[config.mk]
export PLATFORM = sky130hd
export DESIGN_NAME = rom_arb_sp
export DESIGN_NICKNAME = d
export VERILOG_FILES = /design/src/rtl/rom_arb_sp.sv
export SDC_FILE = /design/constraint.sdc
export NUM_CORES = 1
export LEC_CHECK = 0
export CAP_MARGIN = 10
export CORE_MARGIN = 5
export CORE_UTILIZATION = 32
export CTS_CLUSTER_SIZE = 30
export DETAILED_ROUTE_END_ITERATION = 8
export HOLD_SLACK_MARGIN = 0.12
export PLACE_DENSITY = 0.71
export SLEW_MARGIN = 5
export SYNTH_ARGS = -nofsm -noshare
export SYNTH_HDL_FRONTEND = slang
export SYNTH_SLANG_ARGS = --single-unit
[constraint.sdc]
create_clock -name clk -period 1.4 [get_ports clk]
set_clock_uncertainty 0.15 [all_clocks]
set_input_delay 0.28 -clock clk [delete_from_list [all_inputs] [get_ports clk]]
set_output_delay 0.28 -clock clk [all_outputs]
set_load 0.02 [all_outputs]
[src/rtl/rom_arb_sp.sv]
// rom_arb_sp: shares one synchronous single-port ROM read port between two
// requesters. At most one ROM read is issued per enabled clock. A one-bit
// tag pipeline records the owner of each in-flight read, and the returned
// data is handed back to that owner with a single-cycle valid pulse.
//
// Build option: define ROM_ARB_PRIO_EN to use fixed priority, where port 0
// always wins a conflict. By default the macro is undefined and a
// round-robin pointer alternates the winner between conflicting requests.
module rom_arb_sp #(
  parameter int DW = 8,
  parameter int AW = 10
) (
  input  logic          clk,
  input  logic          rst,
  input  logic          clk_en_i,
  input  logic          req0_i,
  input  logic          req1_i,
  input  logic [AW-1:0] adr0_i,
  input  logic [AW-1:0] adr1_i,
  output logic          gnt0_o,
  output logic          gnt1_o,
  output logic          vld0_o,
  output logic          vld1_o,
  output logic [DW-1:0] dat0_o,
  output logic [DW-1:0] dat1_o,
  output logic          rom_rd_o,
  output logic [AW-1:0] rom_adr_o,
  input  logic [DW-1:0] rom_dat_r_i
);

  logic          pick1;
  logic          gnt0;
  logic          gnt1;
  logic          romRd;
  logic          tagV_q, tagV_d;
  logic          tagP_q, tagP_d;
  logic          vld0_q, vld0_d;
  logic          vld1_q, vld1_d;
  logic [DW-1:0] dat0_q, dat0_d;
  logic [DW-1:0] dat1_q, dat1_d;
`ifndef ROM_ARB_PRIO_EN
  logic          lst_q, lst_d;
`endif

  // Arbitration: decide the winner and gate grants off during reset or a stall
  always_comb begin
`ifdef ROM_ARB_PRIO_EN
    pick1 = req1_i & ~req0_i;
`else
    pick1 = req1_i & (~req0_i | ~lst_q);
`endif
    gnt1  = ~rst & clk_en_i & pick1;
    gnt0  = ~rst & clk_en_i & req0_i & ~pick1;
    romRd = gnt0 | gnt1;
  end

  assign gnt0_o    = gnt0;
  assign gnt1_o    = gnt1;
  assign rom_rd_o  = romRd;
  assign rom_adr_o = gnt1 ? adr1_i : adr0_i;
  assign vld0_o    = vld0_q & clk_en_i;
  assign vld1_o    = vld1_q & clk_en_i;
  assign dat0_o    = dat0_q;
  assign dat1_o    = dat1_q;

  // Next state: on an enabled cycle, advance the tag and capture returning data for its owner
  always_comb begin
    tagV_d = tagV_q;
    tagP_d = tagP_q;
    vld0_d = vld0_q;
    vld1_d = vld1_q;
    dat0_d = dat0_q;
    dat1_d = dat1_q;
`ifndef ROM_ARB_PRIO_EN
    lst_d  = lst_q;
`endif
    if (clk_en_i) begin
      tagV_d = romRd;
      tagP_d = gnt1;
      vld0_d = tagV_q & ~tagP_q;
      vld1_d = tagV_q & tagP_q;
      if (tagV_q & ~tagP_q) dat0_d = rom_dat_r_i;
      if (tagV_q & tagP_q)  dat1_d = rom_dat_r_i;
`ifndef ROM_ARB_PRIO_EN
      if (romRd) lst_d = gnt1;
`endif
    end
  end

  // State registers; reset discards any in-flight read and clears the outputs
  always_ff @(posedge clk or posedge rst) begin
    if (rst) begin
      tagV_q <= 1'b0;
      tagP_q <= 1'b0;
      vld0_q <= 1'b0;
      vld1_q <= 1'b0;
      dat0_q <= '0;
      dat1_q <= '0;
`ifndef ROM_ARB_PRIO_EN
      lst_q  <= 1'b1;
`endif
    end else begin
      tagV_q <= tagV_d;
      tagP_q <= tagP_d;
      vld0_q <= vld0_d;
      vld1_q <= vld1_d;
      dat0_q <= dat0_d;
      dat1_q <= dat1_d;
`ifndef ROM_ARB_PRIO_EN
      lst_q  <= lst_d;
`endif
    end
  end

endmodule

==> results of run 1 <==
placed cells by master, fill, tap and decap left out, types with 2 or more instances in the layout:
cell type	count
clkbuf_4	3
a21o_4	2
mux2_2	16
clkdlybuf4s50_1	28
nand3_2	2
clkdlybuf4s15_2	3
inv_2	2
buf_4	14
buf_2	16
inv_1	5
dfrtp_1	20
o21ai_0	4
buf_6	16
mux2_4	10
nor2_1	2
layout make-up:
class                           count  area [um^2]  area share, %
Tap cell                           44        55.05          3.030
Sequential cell                    21        526.8          28.99
Inverter                            7        26.28          1.446
Clock buffer                        4        26.28          1.446
Multi-Input combinational cell     43        483.0          26.58
Timing Repair Buffer               79        699.4          38.50
path summary, 6_finish.rpt:
path | start | to | slack [ns]
worst max-delay path | lst_q | rom_adr_o[0] | -0.54
worst min-delay path | clk_en_i | lst_q | 0.16
min in group asynchronous | rst | dat1_o[1] | 0.65
max in group asynchronous | rst | vld0_q | 0.29
worst min register to register | dat1_o[5] | dat1_o[5] | 0.36
worst max register to register | tagP_q | dat0_o[3] | 0.09
state kept, by name, summed over array words and instances (netlist names):
signal  flops
dat0_o      8
dat1_o      8
vld0_q      1
tagP_q      1
tagV_q      1
lst_q       1
vld1_q      1
worst register-to-register path, cell delays in order (launching register included):
cell and delay (ns):
dfrtp_1 0.40, inv_1 0.08, nand3_2 0.23, mux2_2 0.34
through the flow:
stage,power (uW),worst slack (ns),instance area [um^2],std cells
after floorplan,1321,-0.1598,1022,72
after global placement,1825,-1.043,1749,186
after detailed placement,1852,-1.067,1749,186
after CTS,2139,-0.5574,1887,196
after global routing,2172,-0.5931,1817,198
final,2036,-0.5419,1817,198
per-layer routing:
layer | track usage (%) | up-vias | routed length, um
li1 | - | 414 | -
met2 | 28.75 | 46 | 1651
met4 | 1.777 | 0 | 32
met1 | 15.45 | 430 | 1090
met3 | 4.932 | 4 | 293
met5 | 0 | - | 0
kinds of logic after synthesis:
group | synth area share, %
flops | 51.98
compound gates | 4.691
simple gates | 6.666
mux | 31.85
buf+inv | 4.815
power by group through the flow:
stage                     logic (uW)  clock network (uW)  registers (uW)
final                            904                 273             860
after global placement           963                   0             862
after floorplan                  268                   0            1050
after detailed placement         978                   0             875
after CTS                        982                 289             868
after global routing             970                 316             886
timing repair:
action                                  4_1_cts  5_1_grt
buffers inserted                              4        2
hold buffers                                  1        0
endpoints found under the hold margin        21        0
pin swaps                                     2        2
gates resized for setup                     156       19
cloned                                        1        0
endpoints found under the setup margin       47       30
==> out/summary.txt, run 1 <==
DR vias: 894
DP HPWL: 2.399 mm
Cell accounting for the most synthesized area: dfrtp_1
Violated checks: setup timing
Drt initial violations: 13
Power Dens Cells: 1121 nW/um^2
Final max-slew violation count: 0
Ys Warns: 0
Final period util: 138.7%
Critical path depth in cells: 3
Clock transition at path regs: 0.10 ns
Syn Std Cell Area: 1013 um^2
WHS Path Cells: 3
Run status: complete, but fails checks
Synth area leaders: dfrtp_1 (49%), mux2_2 (20%), mux2_4 (12%), dfstp_2 (2.6%), inv_1 (2.6%)
Setup TNS: -5.930 ns
Post-route ant nets: 0
Worst-Margin Slew: 0.2666 ns
Critical Path Start Type: register
Clk pwr share: 13.4%
Critical Path RT: 0.97 ns
Gr usage total: 14.75%
Initial Util: 33.20%
Vias/cell: 4.515
Peak supply drop: 0.7911 mV
CP endpoint kind: output port
Seq pwr share: 42.2%
Most frequent cell after synthesis: dfrtp_1
# diodes: 0
Gr ovfl total: 0
RSZ-0062 raised after global routing: yes
Post-layout util: 59.51%
CTS H-Tree Depth: 1
FILL cells: 286
Post-Syn Instances: 72
Rows: 20
CTS tree: done
Detailed Routing Iterations Pass 1: 2
Switching power: 692.3 uW
Hold Slack: 0.1570 ns
Tmin final: 1.942 ns
Sw Share: 33.99%
R2R depth: 3
Max_cap viols: 0
Final worst setup slack: -0.5419 ns
WP data arrival: 1.51 ns
Critical-path top delay cell: dfstp_2
Critical Path Fanout Max: 6
Most used DFF post-synth: dfrtp_1
DRT Wirelength: 3.067 mm
First-pass GRT wire length: 4.919 mm
Syn avg cell area: 14.08 um^2
Synth Net Count: 105
Asr flop ratio synth: 100.0%
Slew HR: 82.21%
Final-stage net count: 188
Clock buffer depth: 2
Die Ht: 66.28 um
Core area: 3053 um^2
Final GP Congestion: 0.7309
Critical path, cell by cell: a21o_4, mux2_4, buf_6
Comb pwr share: 44.4%
Layout Area Growth over Synthesis: 79.26%
DRC violations left: 0
Post-synthesis cell type count: 16
Final Setup Violations: 12
Share of cells above drive strength 1: 57.79%
Biggest cell delay along the critical path: 0.58 ns
Seq/Total Area, Yosys: 51.98%
Vias in the first global route: 1037
Fin. Hold Viols: 0
Leakage: 0.0008903 uW
Number of flops mapped to enable cells by yosys: 0
Port Buf Inserts: 63
Die Footprint: 4392 um^2
Buf/Inv on CP: 1
Clk sinks: 21
HP Class: input pin to register
I/O pin count: 64
Post-synth top area share: 49.38%
Max Fclk: 515.0 MHz
Root buf cell: clkbuf_4
Internal Pwr Total: 1344 uW
Routed WL per cell: 15.49 um
Yosys reg bits: 21
Die W: 66.28 um
Most frequent cells after synthesis: dfrtp_1 (20), mux2_2 (18), mux2_4 (8)
Clk_lat worst skew: 0.28 ns
CP delay by family, top: flip-flops
Initial antenna violation count: 0
WS Path Type: register to output port
Largest net degree at the start of global routing: 12
Inserted Clock Buffers: 3
No activity file was read; power rests on OpenSTA's default activity.
==> run 2: changes to the inputs <==
- CORE_UTILIZATION: 32 -> 36
- PLACE_DENSITY: 0.71 -> 0.76
- clock period: 1.4 -> 2 ns (I/O delays scaled with it)
==> run 2 against run 1 <==
  * The run still ends with setup timing left
  * Non-clock buffer count fell by 6
  * Sequential power fell by 30%
  * Utilization rose by 5.8 points
  * Critical path depth did not move
  * Worst hold slack improved by 0.014 ns
  * Via count fell by 4.6%
  * First-iteration DRC count fell by 31%
  * Die area fell by 9.5%
  * Combinational power fell by 24%
  * Wire length fell by 9.1%
  * Largest cell class unchanged
==> out/summary.txt, run 2 (synthesis gave the netlist of run 1 again) <==
Drt initial violations: 9 (-4)
Clk sinks: 21 (unchanged)
Met1 GRT Util: 17.45% (+2.0 points)
Initial Util: 37.07% (+3.9 points)
First-pass GRT wire length: 4.795 mm (-2.5%)
I/O pin count: 64 (unchanged)
Gr usage total: 15.04% (+0.29 points)
Hold Slack: 0.1709 ns (+0.01388 ns)
Inserted Clock Buffers: 3 (unchanged)
Switching power: 480.2 uW (-31%)
R2R Path Start: tagP_q
Comb pwr share: 46.0% (+1.6 points)
Gr ovfl total: 0 (unchanged)
Clk_lat worst skew: 0.29 ns (about the same)
Met3 Track Usage GR: 6.927% (+2.0 points)
Violated checks: setup timing
WS Path Type: register to output port
Post-route ant nets: 0 (unchanged)
Die W: 63.06 um (-4.9%)
DRC violations left: 0 (unchanged)
Slew HR: 78.26% (-3.9 points)
Reg2Reg Capture Point: dat0_o[6]
Tmin final: 2.059 ns
Vias/cell: 4.765 (+5.5%)
Run status: complete, but fails checks
M2 GR Usage: 24.87% (-3.9 points)
Internal Pwr Total: 1006 uW (-25%)
DR vias: 853 (-4.6%)
CTS tree: done
CP endpoint kind: output port
Commonest non-fill, non-tap cell in the layout: clkdlybuf4s50_1
Initial antenna violation count: 0 (unchanged)
Leakage: 0.0008535 uW (-4.1%)
CTS H-Tree Depth: 1 (unchanged)
Fin area: 1784 um^2 (-1.8%)
Final-stage net count: 182 (-3.2%)
Crit path to: rom_adr_o[6]
Critical Path Start Type: register
Final GP Congestion: 0.7425 (+1.6%)
Clock buffer depth: 2 (unchanged)
Final Setup Violations: 10 (-2)
Critical Path Fanout Max: 6 (unchanged)
RSZ-0062 raised after global routing: yes
Root buf cell: clkbuf_4
Most frequent cells in the layout: clkdlybuf4s50_1 (44), dfrtp_1 (20), mux2_2 (16)
Rows: 19 (-5.0%)
Final max-slew violation count: 0 (unchanged)
Routed WL per cell: 15.58 um (+0.59%)
Tot Pwr: 1486 uW (-27%)
R2R depth: 3 (unchanged)
Peak supply drop: 0.7763 mV (-1.9%)
Worst-Margin Slew: 0.3257 ns (+0.05916 ns)
Post-Place Cells: 173 (-7.0%)
Clock transition at path regs: 0.11 ns (about the same)
WP data arrival: 1.51 ns (about the same)
Largest net degree at the start of global routing: 16 (+4)
Core area: 2734 um^2 (-10%)
Die Footprint: 3977 um^2 (-9.5%)
Detailed Routing Iterations Pass 1: 3 (+1)
Register-to-Register Setup Slack: 0.69 ns (+0.60 ns)
Share of cells above drive strength 1: 41.22% (-17 points)
DP Worst Slack: -0.7000 ns (+0.3665 ns)
Port Buf Inserts: 63 (unchanged)
Critical Path RT: 1.45 ns (+0.48 ns)
Power Dens Cells: 832.9 nW/um^2 (-26%)
Fin. Hold Viols: 0 (unchanged)
DRT Wirelength: 2.789 mm (-9.1%)
Max_cap viols: 0 (unchanged)
Layout Area Growth over Synthesis: 76.05%
Vias in the first global route: 960 (-7.4%)
CP startpoint: lst_q
Fin cells: 179 (-9.6%)
Clk pwr share: 13.4% (about the same)
Die Ht: 63.06 um (-4.9%)
DP HPWL: 2.204 mm (-8.1%)
Placed inst area: 1740 um^2 (-0.50%)
HP Class: input pin to asynchronous set/reset pin
# diodes: 0 (unchanged)
Seq pwr share: 40.7% (-1.5 points)
Sw Share: 32.32% (-1.7 points)
Max Fclk: 485.6 MHz
Final period util: 103.0%
Final worst setup slack: -0.05912 ns (+0.4828 ns)
Top Usage Layer GRT: met2
run 2: cell type report:
cell class | instances | area [um^2]
inverter | 7 | 26.28
tap | 31 | 38.79
timing repair buffer | 73 | 700.7
sequential | 21 | 526.8
clock buffer | 4 | 26.28
multi-input combinational | 43 | 465.4
fill | 226 | 949.7
run 2: worst min path at each step:
stage / from / endpoint / cells past startpoint / slack (ns)
floorplan: rst / dat0_o[0] / 1 / 0.23
global placement: dat0_o[4] / dat0_o[4] / 1 / 0.34
detailed placement: dat0_o[7] / dat0_o[7] / 1 / 0.34
CTS: rst / tagP_q / 3 / 0.16
global route: rst / dat1_o[7] / 3 / 0.18
finish: rst / tagP_q / 3 / 0.17
run 2: critical path: stages, from the launching register on:
cell	delay, ns
dfstp_2	0.58
a21o_4	0.19
mux2_4	0.32
buf_6	0.13
run 2: metrics by stage:
stage | TNS [ns] | utilization (%)
after floorplan | 0 | -
after global placement | -9.491 | 63.66
after detailed placement | -9.781 | 63.66
after CTS | -0.7125 | 65.35
after global routing | -1.221 | 65.26
final | -0.4897 | 65.26
run 2: layer usage:
metal  up-vias  routed length [um]
met5         -                   0
met4         0                   7
met3         2                 343
met2        51                1376
met1       400                1062
li1        400                   -
run 2: power by group through the flow:
| stage | Combinational (uW) | Clock, uW | Sequential [uW] |
|---|---|---|---|
| 2_1_floorplan | 186 | 0 | 738 |
| 3_3_place_gp | 676 | 0 | 604 |
| 3_5_place_dp | 683 | 0 | 611 |
| 4_1_cts | 692 | 209 | 607 |
| 5_1_grt | 728 | 241 | 622 |
| 6_report | 683 | 199 | 604 |
run 2: what timing repair did:
item / in CTS / in global routing
buffers inserted: 0 / 1
hold buffers: 0 / 0
pin swaps: 2 / 0
resized for setup: 82 / 5
setup endpoints to repair: 15 / 14
endpoints found under the hold margin: 0 / 0
gates cloned: 1 / 0
